[config.mk]
export PLATFORM = sky130hd
export DESIGN_NAME = axi_rr_arbiter_flat
export DESIGN_NICKNAME = d
export VERILOG_FILES = /design/src/rtl/axi_rr_arbiter_if.sv /design/src/rtl/axi_rr_arbiter.sv /design/src/flat_wrapper.sv
export SDC_FILE = /design/constraint.sdc
export NUM_CORES = 1
export LEC_CHECK = 0
export ABC_AREA = 0
export BUFFER_PORTS_ARGS = -buffer_cell sky130_fd_sc_hd__buf_2
export CORE_AREA = 4 4 337 339
export DETAILED_ROUTE_END_ITERATION = 6
export DIE_AREA = 0 0 341 343
export PLACE_DENSITY_LB_ADDON = 0.2
export SYNTH_ARGS = -nofsm -noshare
export SYNTH_HDL_FRONTEND = slang
export SYNTH_SLANG_ARGS = --single-unit
export TNS_END_PERCENT = 30
[constraint.sdc]
create_clock -name clk -period 2.1 [get_ports clk]
set_input_delay 0.105 -clock clk [delete_from_list [all_inputs] [get_ports clk]]
set_output_delay 0.105 -clock clk [all_outputs]
set_load 0.05 [all_outputs]
[src/rtl/axi_rr_arbiter_if.sv]
// axi_rr_arbiter_if: N AXI4 ports as packed per-port arrays; master drives requests, slave drives responses
// Ports: aw/w/b/ar/r channels, each [N-1:0]; *_attr = {user,region[3:0],qos[3:0],prot[2:0],cache[3:0],lock,burst[1:0],size[2:0]}
interface axi_rr_arbiter_if #(
  parameter int N  = 1,
  parameter int AW = 32,
  parameter int DW = 32,
  parameter int IW = 2,
  parameter int XW = 22
);
  logic [N-1:0]               aw_valid, aw_ready;
  logic [N-1:0][AW-1:0]       aw_addr;
  logic [N-1:0][7:0]          aw_len;
  logic [N-1:0][IW-1:0]       aw_id;
  logic [N-1:0][XW-1:0]       aw_attr;
  logic [N-1:0]               w_valid, w_ready, w_last;
  logic [N-1:0][DW-1:0]       w_data;
  logic [N-1:0][DW/8-1:0]     w_strb;
  logic [N-1:0]               b_valid, b_ready;
  logic [N-1:0][1:0]          b_resp;
  logic [N-1:0][IW-1:0]       b_id;
  logic [N-1:0]               ar_valid, ar_ready;
  logic [N-1:0][AW-1:0]       ar_addr;
  logic [N-1:0][7:0]          ar_len;
  logic [N-1:0][IW-1:0]       ar_id;
  logic [N-1:0][XW-1:0]       ar_attr;
  logic [N-1:0]               r_valid, r_ready, r_last;
  logic [N-1:0][DW-1:0]       r_data;
  logic [N-1:0][1:0]          r_resp;
  logic [N-1:0][IW-1:0]       r_id;
  modport master (
    output aw_valid, aw_addr, aw_len, aw_id, aw_attr, w_valid, w_data, w_strb, w_last, b_ready,
           ar_valid, ar_addr, ar_len, ar_id, ar_attr, r_ready,
    input  aw_ready, w_ready, b_valid, b_resp, b_id, ar_ready, r_valid, r_data, r_resp, r_last, r_id
  );
  modport slave (
    input  aw_valid, aw_addr, aw_len, aw_id, aw_attr, w_valid, w_data, w_strb, w_last, b_ready,
           ar_valid, ar_addr, ar_len, ar_id, ar_attr, r_ready,
    output aw_ready, w_ready, b_valid, b_resp, b_id, ar_ready, r_valid, r_data, r_resp, r_last, r_id
  );
endinterface

[src/rtl/axi_rr_arbiter.sv]
// axi_rr_arbiter: round-robin merge of NB_MASTER AXI4 masters onto one slave, independent read/write, one outstanding each
// Ports: clk, rst_n (async active-low); m = upstream masters (NB_MASTER wide, ID AXI_ID_WIDTH);
//        s = downstream slave (single port, ID = {grant index, upstream ID})
module axi_rr_arbiter #(
  parameter int NB_MASTER      = 3,
  parameter int AXI_ADDR_WIDTH = 32,
  parameter int AXI_DATA_WIDTH = 32,
  parameter int AXI_ID_WIDTH   = 2
) (
  input logic              clk,
  input logic              rst_n,
  axi_rr_arbiter_if.slave  m,
  axi_rr_arbiter_if.master s
);
  localparam int GW    = $clog2(NB_MASTER);
  localparam int SID_W = AXI_ID_WIDTH + GW;
  if (NB_MASTER < 2 || NB_MASTER > 8 || AXI_ADDR_WIDTH < 1 || AXI_DATA_WIDTH % 8 != 0) begin : g_bad_cfg
    $error("axi_rr_arbiter: unsupported parameter set");
  end
  typedef enum logic [1:0] {W_IDLE, W_ADDR, W_DATA, W_RESP} w_state_t;
  typedef enum logic [1:0] {R_IDLE, R_ADDR, R_DATA} r_state_t;
  w_state_t        wstate_q, wstate_d;
  r_state_t        rstate_q, rstate_d;
  logic [GW-1:0]   wgnt_q, wgnt_d, wptr_q, wptr_d, rgnt_q, rgnt_d, rptr_q, rptr_d;
  logic            unused_sid;
  // Scan downward so the requester closest to ptr (cyclically) is the last, winning assignment.
  function automatic logic [GW-1:0] pick(input logic [NB_MASTER-1:0] req, input logic [GW-1:0] ptr);
    logic [GW-1:0] g, k;
    g = ptr;
    for (int i = NB_MASTER - 1; i >= 0; i--) begin
      k = GW'((int'(ptr) + i) % NB_MASTER);
      if (req[k]) g = k;
    end
    return g;
  endfunction
  function automatic logic [GW-1:0] nxt(input logic [GW-1:0] g);
    return (int'(g) == NB_MASTER - 1) ? '0 : g + 1'b1;
  endfunction
  // Upper ID bits only matter for routing, which uses the held grant instead.
  assign unused_sid = ^{s.b_id[0][SID_W-1:AXI_ID_WIDTH], s.r_id[0][SID_W-1:AXI_ID_WIDTH]};
  always_comb begin
    wstate_d     = wstate_q;
    wgnt_d       = wgnt_q;
    wptr_d       = wptr_q;
    s.aw_valid   = wstate_q == W_ADDR && m.aw_valid[wgnt_q];
    s.aw_addr    = m.aw_addr[wgnt_q];
    s.aw_len     = m.aw_len[wgnt_q];
    s.aw_attr    = m.aw_attr[wgnt_q];
    s.aw_id      = {wgnt_q, m.aw_id[wgnt_q]};
    s.w_valid    = wstate_q == W_DATA && m.w_valid[wgnt_q];
    s.w_data     = m.w_data[wgnt_q];
    s.w_strb     = m.w_strb[wgnt_q];
    s.w_last     = m.w_last[wgnt_q];
    s.b_ready    = wstate_q == W_RESP && m.b_ready[wgnt_q];
    m.aw_ready   = '0;
    m.w_ready    = '0;
    m.b_valid    = '0;
    m.aw_ready[wgnt_q] = wstate_q == W_ADDR && s.aw_ready[0];
    m.w_ready[wgnt_q]  = wstate_q == W_DATA && s.w_ready[0];
    m.b_valid[wgnt_q]  = wstate_q == W_RESP && s.b_valid[0];
    m.b_resp     = {NB_MASTER{s.b_resp[0]}};
    m.b_id       = {NB_MASTER{s.b_id[0][AXI_ID_WIDTH-1:0]}};
    case (wstate_q)
      W_IDLE: if (|m.aw_valid) begin
        wgnt_d   = pick(m.aw_valid, wptr_q);
        wstate_d = W_ADDR;
      end
      W_ADDR: if (s.aw_valid[0] && s.aw_ready[0]) wstate_d = W_DATA;
      W_DATA: if (s.w_valid[0] && s.w_ready[0] && s.w_last[0]) wstate_d = W_RESP;
      W_RESP: if (s.b_valid[0] && s.b_ready[0]) begin
        wptr_d   = nxt(wgnt_q);
        wstate_d = W_IDLE;
      end
      default: wstate_d = W_IDLE;
    endcase
  end
  always_comb begin
    rstate_d     = rstate_q;
    rgnt_d       = rgnt_q;
    rptr_d       = rptr_q;
    s.ar_valid   = rstate_q == R_ADDR && m.ar_valid[rgnt_q];
    s.ar_addr    = m.ar_addr[rgnt_q];
    s.ar_len     = m.ar_len[rgnt_q];
    s.ar_attr    = m.ar_attr[rgnt_q];
    s.ar_id      = {rgnt_q, m.ar_id[rgnt_q]};
    s.r_ready    = rstate_q == R_DATA && m.r_ready[rgnt_q];
    m.ar_ready   = '0;
    m.r_valid    = '0;
    m.ar_ready[rgnt_q] = rstate_q == R_ADDR && s.ar_ready[0];
    m.r_valid[rgnt_q]  = rstate_q == R_DATA && s.r_valid[0];
    m.r_data     = {NB_MASTER{s.r_data[0]}};
    m.r_resp     = {NB_MASTER{s.r_resp[0]}};
    m.r_last     = {NB_MASTER{s.r_last[0]}};
    m.r_id       = {NB_MASTER{s.r_id[0][AXI_ID_WIDTH-1:0]}};
    case (rstate_q)
      R_IDLE: if (|m.ar_valid) begin
        rgnt_d   = pick(m.ar_valid, rptr_q);
        rstate_d = R_ADDR;
      end
      R_ADDR: if (s.ar_valid[0] && s.ar_ready[0]) rstate_d = R_DATA;
      R_DATA: if (s.r_valid[0] && s.r_ready[0] && s.r_last[0]) begin
        rptr_d   = nxt(rgnt_q);
        rstate_d = R_IDLE;
      end
      default: rstate_d = R_IDLE;
    endcase
  end
  always_ff @(posedge clk or negedge rst_n) begin
    if (!rst_n) begin
      wstate_q <= W_IDLE;
      wgnt_q   <= '0;
      wptr_q   <= '0;
      rstate_q <= R_IDLE;
      rgnt_q   <= '0;
      rptr_q   <= '0;
    end else begin
      wstate_q <= wstate_d;
      wgnt_q   <= wgnt_d;
      wptr_q   <= wptr_d;
      rstate_q <= rstate_d;
      rgnt_q   <= rgnt_d;
      rptr_q   <= rptr_d;
    end
  end
endmodule

[src/flat_wrapper.sv]
// flat-port wrapper written by rule: the top's interface ports become plain ports
module axi_rr_arbiter_flat 
#(
  parameter int NB_MASTER      = 3,
  parameter int AXI_ADDR_WIDTH = 32,
  parameter int AXI_DATA_WIDTH = 32,
  parameter int AXI_ID_WIDTH   = 2
)
  (clk, rst_n, m_aw_valid, m_aw_addr, m_aw_len, m_aw_id, m_aw_attr, m_w_valid, m_w_data, m_w_strb, m_w_last, m_b_ready, m_ar_valid, m_ar_addr, m_ar_len, m_ar_id, m_ar_attr, m_r_ready, m_aw_ready, m_w_ready, m_b_valid, m_b_resp, m_b_id, m_ar_ready, m_r_valid, m_r_data, m_r_resp, m_r_last, m_r_id, s_aw_valid, s_aw_addr, s_aw_len, s_aw_id, s_aw_attr, s_w_valid, s_w_data, s_w_strb, s_w_last, s_b_ready, s_ar_valid, s_ar_addr, s_ar_len, s_ar_id, s_ar_attr, s_r_ready, s_aw_ready, s_w_ready, s_b_valid, s_b_resp, s_b_id, s_ar_ready, s_r_valid, s_r_data, s_r_resp, s_r_last, s_r_id);
  axi_rr_arbiter_if #(.N((3)), .AW(32), .DW(32), .IW((2))) m_i ();
  axi_rr_arbiter_if #(.N(1), .AW(32), .DW(32), .IW((4))) s_i ();
  input logic clk;
  input logic rst_n;
  input wire logic [$bits(m_i.aw_valid)-1:0] m_aw_valid;
  input wire logic [$bits(m_i.aw_addr)-1:0] m_aw_addr;
  input wire logic [$bits(m_i.aw_len)-1:0] m_aw_len;
  input wire logic [$bits(m_i.aw_id)-1:0] m_aw_id;
  input wire logic [$bits(m_i.aw_attr)-1:0] m_aw_attr;
  input wire logic [$bits(m_i.w_valid)-1:0] m_w_valid;
  input wire logic [$bits(m_i.w_data)-1:0] m_w_data;
  input wire logic [$bits(m_i.w_strb)-1:0] m_w_strb;
  input wire logic [$bits(m_i.w_last)-1:0] m_w_last;
  input wire logic [$bits(m_i.b_ready)-1:0] m_b_ready;
  input wire logic [$bits(m_i.ar_valid)-1:0] m_ar_valid;
  input wire logic [$bits(m_i.ar_addr)-1:0] m_ar_addr;
  input wire logic [$bits(m_i.ar_len)-1:0] m_ar_len;
  input wire logic [$bits(m_i.ar_id)-1:0] m_ar_id;
  input wire logic [$bits(m_i.ar_attr)-1:0] m_ar_attr;
  input wire logic [$bits(m_i.r_ready)-1:0] m_r_ready;
  output wire logic [$bits(m_i.aw_ready)-1:0] m_aw_ready;
  output wire logic [$bits(m_i.w_ready)-1:0] m_w_ready;
  output wire logic [$bits(m_i.b_valid)-1:0] m_b_valid;
  output wire logic [$bits(m_i.b_resp)-1:0] m_b_resp;
  output wire logic [$bits(m_i.b_id)-1:0] m_b_id;
  output wire logic [$bits(m_i.ar_ready)-1:0] m_ar_ready;
  output wire logic [$bits(m_i.r_valid)-1:0] m_r_valid;
  output wire logic [$bits(m_i.r_data)-1:0] m_r_data;
  output wire logic [$bits(m_i.r_resp)-1:0] m_r_resp;
  output wire logic [$bits(m_i.r_last)-1:0] m_r_last;
  output wire logic [$bits(m_i.r_id)-1:0] m_r_id;
  output wire logic [$bits(s_i.aw_valid)-1:0] s_aw_valid;
  output wire logic [$bits(s_i.aw_addr)-1:0] s_aw_addr;
  output wire logic [$bits(s_i.aw_len)-1:0] s_aw_len;
  output wire logic [$bits(s_i.aw_id)-1:0] s_aw_id;
  output wire logic [$bits(s_i.aw_attr)-1:0] s_aw_attr;
  output wire logic [$bits(s_i.w_valid)-1:0] s_w_valid;
  output wire logic [$bits(s_i.w_data)-1:0] s_w_data;
  output wire logic [$bits(s_i.w_strb)-1:0] s_w_strb;
  output wire logic [$bits(s_i.w_last)-1:0] s_w_last;
  output wire logic [$bits(s_i.b_ready)-1:0] s_b_ready;
  output wire logic [$bits(s_i.ar_valid)-1:0] s_ar_valid;
  output wire logic [$bits(s_i.ar_addr)-1:0] s_ar_addr;
  output wire logic [$bits(s_i.ar_len)-1:0] s_ar_len;
  output wire logic [$bits(s_i.ar_id)-1:0] s_ar_id;
  output wire logic [$bits(s_i.ar_attr)-1:0] s_ar_attr;
  output wire logic [$bits(s_i.r_ready)-1:0] s_r_ready;
  input wire logic [$bits(s_i.aw_ready)-1:0] s_aw_ready;
  input wire logic [$bits(s_i.w_ready)-1:0] s_w_ready;
  input wire logic [$bits(s_i.b_valid)-1:0] s_b_valid;
  input wire logic [$bits(s_i.b_resp)-1:0] s_b_resp;
  input wire logic [$bits(s_i.b_id)-1:0] s_b_id;
  input wire logic [$bits(s_i.ar_ready)-1:0] s_ar_ready;
  input wire logic [$bits(s_i.r_valid)-1:0] s_r_valid;
  input wire logic [$bits(s_i.r_data)-1:0] s_r_data;
  input wire logic [$bits(s_i.r_resp)-1:0] s_r_resp;
  input wire logic [$bits(s_i.r_last)-1:0] s_r_last;
  input wire logic [$bits(s_i.r_id)-1:0] s_r_id;
  assign m_i.aw_valid = m_aw_valid;
  assign m_i.aw_addr = m_aw_addr;
  assign m_i.aw_len = m_aw_len;
  assign m_i.aw_id = m_aw_id;
  assign m_i.aw_attr = m_aw_attr;
  assign m_i.w_valid = m_w_valid;
  assign m_i.w_data = m_w_data;
  assign m_i.w_strb = m_w_strb;
  assign m_i.w_last = m_w_last;
  assign m_i.b_ready = m_b_ready;
  assign m_i.ar_valid = m_ar_valid;
  assign m_i.ar_addr = m_ar_addr;
  assign m_i.ar_len = m_ar_len;
  assign m_i.ar_id = m_ar_id;
  assign m_i.ar_attr = m_ar_attr;
  assign m_i.r_ready = m_r_ready;
  assign m_aw_ready = m_i.aw_ready;
  assign m_w_ready = m_i.w_ready;
  assign m_b_valid = m_i.b_valid;
  assign m_b_resp = m_i.b_resp;
  assign m_b_id = m_i.b_id;
  assign m_ar_ready = m_i.ar_ready;
  assign m_r_valid = m_i.r_valid;
  assign m_r_data = m_i.r_data;
  assign m_r_resp = m_i.r_resp;
  assign m_r_last = m_i.r_last;
  assign m_r_id = m_i.r_id;
  assign s_aw_valid = s_i.aw_valid;
  assign s_aw_addr = s_i.aw_addr;
  assign s_aw_len = s_i.aw_len;
  assign s_aw_id = s_i.aw_id;
  assign s_aw_attr = s_i.aw_attr;
  assign s_w_valid = s_i.w_valid;
  assign s_w_data = s_i.w_data;
  assign s_w_strb = s_i.w_strb;
  assign s_w_last = s_i.w_last;
  assign s_b_ready = s_i.b_ready;
  assign s_ar_valid = s_i.ar_valid;
  assign s_ar_addr = s_i.ar_addr;
  assign s_ar_len = s_i.ar_len;
  assign s_ar_id = s_i.ar_id;
  assign s_ar_attr = s_i.ar_attr;
  assign s_r_ready = s_i.r_ready;
  assign s_i.aw_ready = s_aw_ready;
  assign s_i.w_ready = s_w_ready;
  assign s_i.b_valid = s_b_valid;
  assign s_i.b_resp = s_b_resp;
  assign s_i.b_id = s_b_id;
  assign s_i.ar_ready = s_ar_ready;
  assign s_i.r_valid = s_r_valid;
  assign s_i.r_data = s_r_data;
  assign s_i.r_resp = s_r_resp;
  assign s_i.r_last = s_r_last;
  assign s_i.r_id = s_r_id;
  axi_rr_arbiter #(.NB_MASTER(NB_MASTER), .AXI_ADDR_WIDTH(AXI_ADDR_WIDTH), .AXI_DATA_WIDTH(AXI_DATA_WIDTH), .AXI_ID_WIDTH(AXI_ID_WIDTH)) u_core (.clk(clk), .rst_n(rst_n), .m(m_i), .s(s_i));
endmodule
### Word-level counts from Yosys, hierarchy flattened

Index checks and enable logic that the tools add are counted.
W data, S select, Z words.

| operators by class | value |
|---|---|
| add/sub/neg operators | 6 |
| div/mod/pow operators | 6 |
| order comparisons | 10 |
| eq/ne operators | 14 |
| multiplexer cells | 65 |
| bitwise gates (word level) | 5 |
| reductions and logical operators | 29 |

Operators by type and width:

| operator | count |
|---|---|
| $bmux W32 S2 | 3 |
| $mod A32 B3 Y32 const B | 4 |
| $mux W32 | 3 |
| $bmux W22 S2 | 2 |
| $mod A3 B3 Y32 const B | 2 |
| $mux W22 | 2 |
| $mux W2 | 17 |
| $bmux W8 S2 | 2 |
| $bmux W1 S2 | 12 |
| $lt A2 B3 Y1 const B | 8 |
| $logic_and A1 B1 Y1 | 19 |
| $mux W8 | 2 |
| $and A3 B3 Y3 | 5 |
| $mux W1 | 14 |
| $eq A2 B2 Y1 const B | 5 |
| $ne A2 B2 Y1 const B | 5 |
| $bmux W2 S2 | 2 |
| $bmux W4 S2 | 1 |
| $pmux W2 S4 | 1 |
| $reduce_and A2 Y1 | 4 |
| $add A2 B1 Y3 const B | 2 |
| $add A2 B2 Y3 const B | 2 |
| $pmux W2 S3 | 1 |
| $reduce_or A3 Y1 | 2 |
| other kinds (9) | 15 |

| word-level totals | value |
|---|---|
| bits in registers | 12 |
| output and inout bits | 312 |
| logic and storage cells | 141 |

### Longest topological paths before layout

| logic depth | value |
|---|---|
| word-level depth | 7 |
| mapped depth | 8 |
| gate-level depth less buffers | 7 |

### Worst setup path after synthesis

OpenSTA, ideal clock, no wires.

| path | value |
|---|---|
| path kind | flip-flop to flip-flop |
| from | reg u_core.wgnt_q[1] |
| to | reg u_core.wstate_q[1] |
| arrival | 2747 ps |
| data required time | 1975 ps |
| slack | -772 ps |
| cell stages (with the launch flop) | 7 |
| path buffers | 1 |
| period minus slack after synthesis | 2872 ps |
| cell sequence | dfrtp_1 buf_6 mux2i_1 o21ai_0 nand3_1 a21oi_2 mux2_4 |

| on the way | value |
|---|---|
| elaborated cells on any way between the ends | 19 |

RTL lines:

| element | RTL line | RTL |
|---|---|---|
| start: declaration | axi_rr_arbiter.sv:24 | `logic [GW-1:0] wgnt_q, wgnt_d, wptr_q, wptr_d, rgnt_q, rgnt_d, rptr_q, rptr_d;` |
| start signal: assignment | axi_rr_arbiter.sv:118 | `wgnt_q <= wgnt_d;` |
| $bmux W1 S2 | axi_rr_arbiter.sv:53 | `s.w_last = m.w_last[wgnt_q];` |
| $mux W1 (not written as such) | axi_rr_arbiter.sv:53 |  |
| named net s_w_last | flat_wrapper.sv:49 | `output wire logic [$bits(s_i.w_last)-1:0] s_w_last;` |
| $logic_and A1 B1 Y1 | axi_rr_arbiter.sv:69 | `W_DATA: if (s.w_valid[0] && s.w_ready[0] && s.w_last[0]) wstate_d = W_RESP;` |
| $ne A2 B2 Y1 (no source line) | - |  |
| $reduce_and A4 Y1 (no source line) | - |  |
| end signal: assignment | axi_rr_arbiter.sv:117 | `wstate_q <= wstate_d;` |
| end: declaration | axi_rr_arbiter.sv:22 | `w_state_t wstate_q, wstate_d;` |

The timed path passes the listed nets, and every way through them passes these cells. The select of a mux whose other input is x is not followed.
A chain may end at the register's enable or synchronous reset.

### Final worst setup path

| path | value |
|---|---|
| from | reg u_core.wgnt_q[1] |
| to | out s_w_data[10] |

| on the way | value |
|---|---|
| longest elaborated chain between the ends | 2 |

RTL lines:

| element | RTL line | RTL |
|---|---|---|
| $bmux W32 S2 | axi_rr_arbiter.sv:51 | `s.w_data = m.w_data[wgnt_q];` |
| $mux W32 (not written as such) | axi_rr_arbiter.sv:51 |  |
| end: declaration | flat_wrapper.sv:47 | `output wire logic [$bits(s_i.w_data)-1:0] s_w_data;` |

No other way between the ends. The select of a mux whose other input is x is not followed.

==> flow_summary.ini <==
[outcome]
outcome = finished with violations
violations = setup timing

[floorplan]
die_h_um = 343
initial_core_util_pct = 5.08
die_area_um2 = 117000
core.rowCount = 122
core_um2 = 110000
chipWidth_um = 341
io_pins = 874

[min_path]
holdCritStartpoint = s_ar_ready
hold-path-cell-count = 3
hold_path_class = in2reg
hold_end = u_core.rstate_q[1]$_DFFE_PN0P_

[yosys]
async_reset_ff_share_pct = 100
ys_ff_latch = 12
synth_fp_nets = 1417
synth_commonest_cells = nand2_1, mux2i_1, o21ai_0
syn_inst = 845
synth_top_area_share_pct = 30.9
yosys.area.top_type = mux2i_1
synth_edf_count = 0
synth_area_um2 = 5610
synth-main-ff-cell = dfrtp_1
syn_area_per_cell_um2 = 6.64
synth_warnings = 0
synth-seq-area-share_pct = 5.35
yosysMostFrequentCell = nand2_1
yosys-top-cells-area = mux2i_1, buf_4, o21ai_0, nand2_1, dfrtp_1
synth_cell_type_count = 39

[layout]
final_cells = 2932
layout.nets = 2009
drive_gt1_share_pct = 59.7
area_growth_pct = 111

[placed_design]
dp.cells = 2910
place_congestion = 0.809
portBuffers = 709
pre_cts_slack_ns = 0.102
dpl.hpwl_mm = 48.1

[detailed_routing]
detail-route-antenna-nets = 0
totalWireLength_mm = 53.4
viasPerCell = 2.80
post-route-drc-count = 0
vias = 8214
drt_pre_antenna_iters = 4
wire_per_inst_um = 18.2
drt_iter0_markers = 315

[clocking]
cts_tree = built
clkSinkCount = 12
clkLatencyLatePin_ns = 0.26
cts_max_path_buffers = 2
cts.reportedPaths.clkPinSlew_ns = 0.06
root_buffer = clkbuf_16
cts_htree_levels = 1
cts_buffers = 3

[setup_path]
worstPathCellList = buf_12 > buf_16 > mux2i_1 > o21ai_1 > buf_4 > buf_12
reg2reg_setup_slack_ns = 0.23
required_ns = 2.00
max_stage_delay_ns = 0.52
path_class = reg2out
r2r-end = u_core.wstate_q[1]$_DFFE_PN0P_
worstPathMaxFanout = 25
crit_top_cell = buf_12
worst_setup_path_end_kind = output pin
reg2reg_from = u_core.wgnt_q[1]$_DFFE_PN0P_
cp_slowest_cell = dfrtp_4
arrival_ns = 2.02
startpoint_type = flop
reg2reg_depth = 6

[sta]
hold_slack_ns = 0.150
max_freq_mhz = 471
slew_viol_final = 0
tightest_slew_ns = 0.658
finalHoldViolations = 0
fin_crit_ns = 2.12
post-route-period-util_pct = 101
fin_setup_tns_ns = -0.0215
grt_setup_unrepaired = yes
setup_viol = 1
fin_ws_ns = -0.0215
clock-skew-final_ns = 0.00135
relSlewSlack_pct = 55.7

[pwr]
leakage_nw = 5.62
powerDensity_nw_per_um2 = 1650
max-vdd-ir-drop_uv = 621
total_power_mw = 19.6

[grt]
grt_first_pass_wirelength_mm = 69.1
grt_pass1_vias = 8490
antenna_found_initial = 25
gr-total-overflow = 0
grt_max_degree = 61
grt_usage_pct = 8.44

[run]
drv_cap = 0
-- through the flow --
stage          area (µm²)  util (%)
2_1_floorplan        5790         -
3_3_place_gp        11400      10.4
3_5_place_dp        11400      10.4
4_1_cts             11700      10.6
5_1_grt             11800      10.7
6_report            11900      10.7
-- worst max path at each step --
stage / slack, ns / endpoint / from / cells past startpoint
3_3_place_gp: 0.1 / s_aw_attr[21] / u_core.wgnt_q[0]$_DFFE_PN0P_ / 7
6_report: -0.02 / s_w_data[10] / u_core.wgnt_q[1]$_DFFE_PN0P_ / 6
3_5_place_dp: 0.10 / s_w_data[7] / u_core.wgnt_q[0]$_DFFE_PN0P_ / 7
2_1_floorplan: -0.35 / s_ar_addr[10] / u_core.rgnt_q[1]$_DFFE_PN0P_ / 4
4_1_cts: 0.001 / s_aw_attr[20] / u_core.wgnt_q[1]$_DFFE_PN0P_ / 7
5_1_grt: -0.03 / s_aw_attr[11] / u_core.wgnt_q[1]$_DFFE_PN0P_ / 6
-- where the power goes --
part	internal (mW)	switching [mW]	total, mW
Combinational	6.64	12.0	18.7
Clock	0.251	0.138	0.389
Sequential	0.361	0.203	0.564
Total	7.25	12.4	19.6
-- sequential cells by signal, summed over array words and instances (netlist names) --
| register | count |
|---|---|
| u_core.wptr_q | 2 |
| u_core.rptr_q | 2 |
| u_core.wstate_q | 2 |
| u_core.rgnt_q | 2 |
| u_core.rstate_q | 2 |
| u_core.wgnt_q | 2 |
-- per-layer routing --
layer	vias up	wire length [µm]	global-route usage, %
li1	4003	-	-
met1	3628	21300	10.2
met2	507	25000	13.9
met3	70	6220	3.90
met4	6	885	1.36
met5	-	42	0
-- what timing repair did --
item / in CTS / in global routing
setup buffers: 7 / 0
cloned: 2 / 0
resized for setup: 17 / 53
endpoints found under the hold margin: 12 / 0
hold buffers: 1 / 0
endpoints found under the setup margin: 59 / 43
pin swaps: 0 / 0
-- area by class of cell --
cell class | count | area [µm²]
Fill cell | 13000 | 98500
Inverter | 15 | 56.3
Timing Repair Buffer | 775 | 5260
Tap cell | 1488 | 1860
Clock buffer | 3 | 75.1
Multi-Input combinational cell | 630 | 4270
Sequential cell | 12 | 313
Antenna cell | 9 | 22.5
-- critical path: cells and delay by family (launching register included) --
kind | cells | cell delay (ns)
AOI/OAI and AO/OA | 1 | 0.34
DFF | 1 | 0.52
muxes | 1 | 0.15
buffers and inverters | 4 | 0.72
-- cells by family (layout without fill, tap and decap cells) --
group | after synthesis | in the layout | synth area share (%)
adder cells (fa/ha/maj) | 10 | 10 | 2.23
AND/OR/NAND/NOR | 233 | 233 | 17.2
AO/OA/AOI/OAI | 212 | 212 | 20.7
other | 0 | 9 | 0
flip-flops | 12 | 12 | 5.35
multiplexers | 175 | 175 | 31.3
buffers and inverters | 203 | 793 | 23.2
-- cells in the final DEF, fill, tap and decap left out, drive strengths merged, types with 3 or more instances in the layout --
master / instances
nand3b: 4
inv: 15
a21oi: 12
o221ai: 5
nand2: 177
and2: 3
dfrtp: 12
nand2b: 8
o211ai: 3
nor2b: 8
clkbuf: 14
ha: 10
nor3: 11
o22ai: 5
o21ai: 172
buf: 761
nor2: 18
diode: 9
mux2i: 173
o2bb2ai: 3
(Power assumes the default switching activity.)
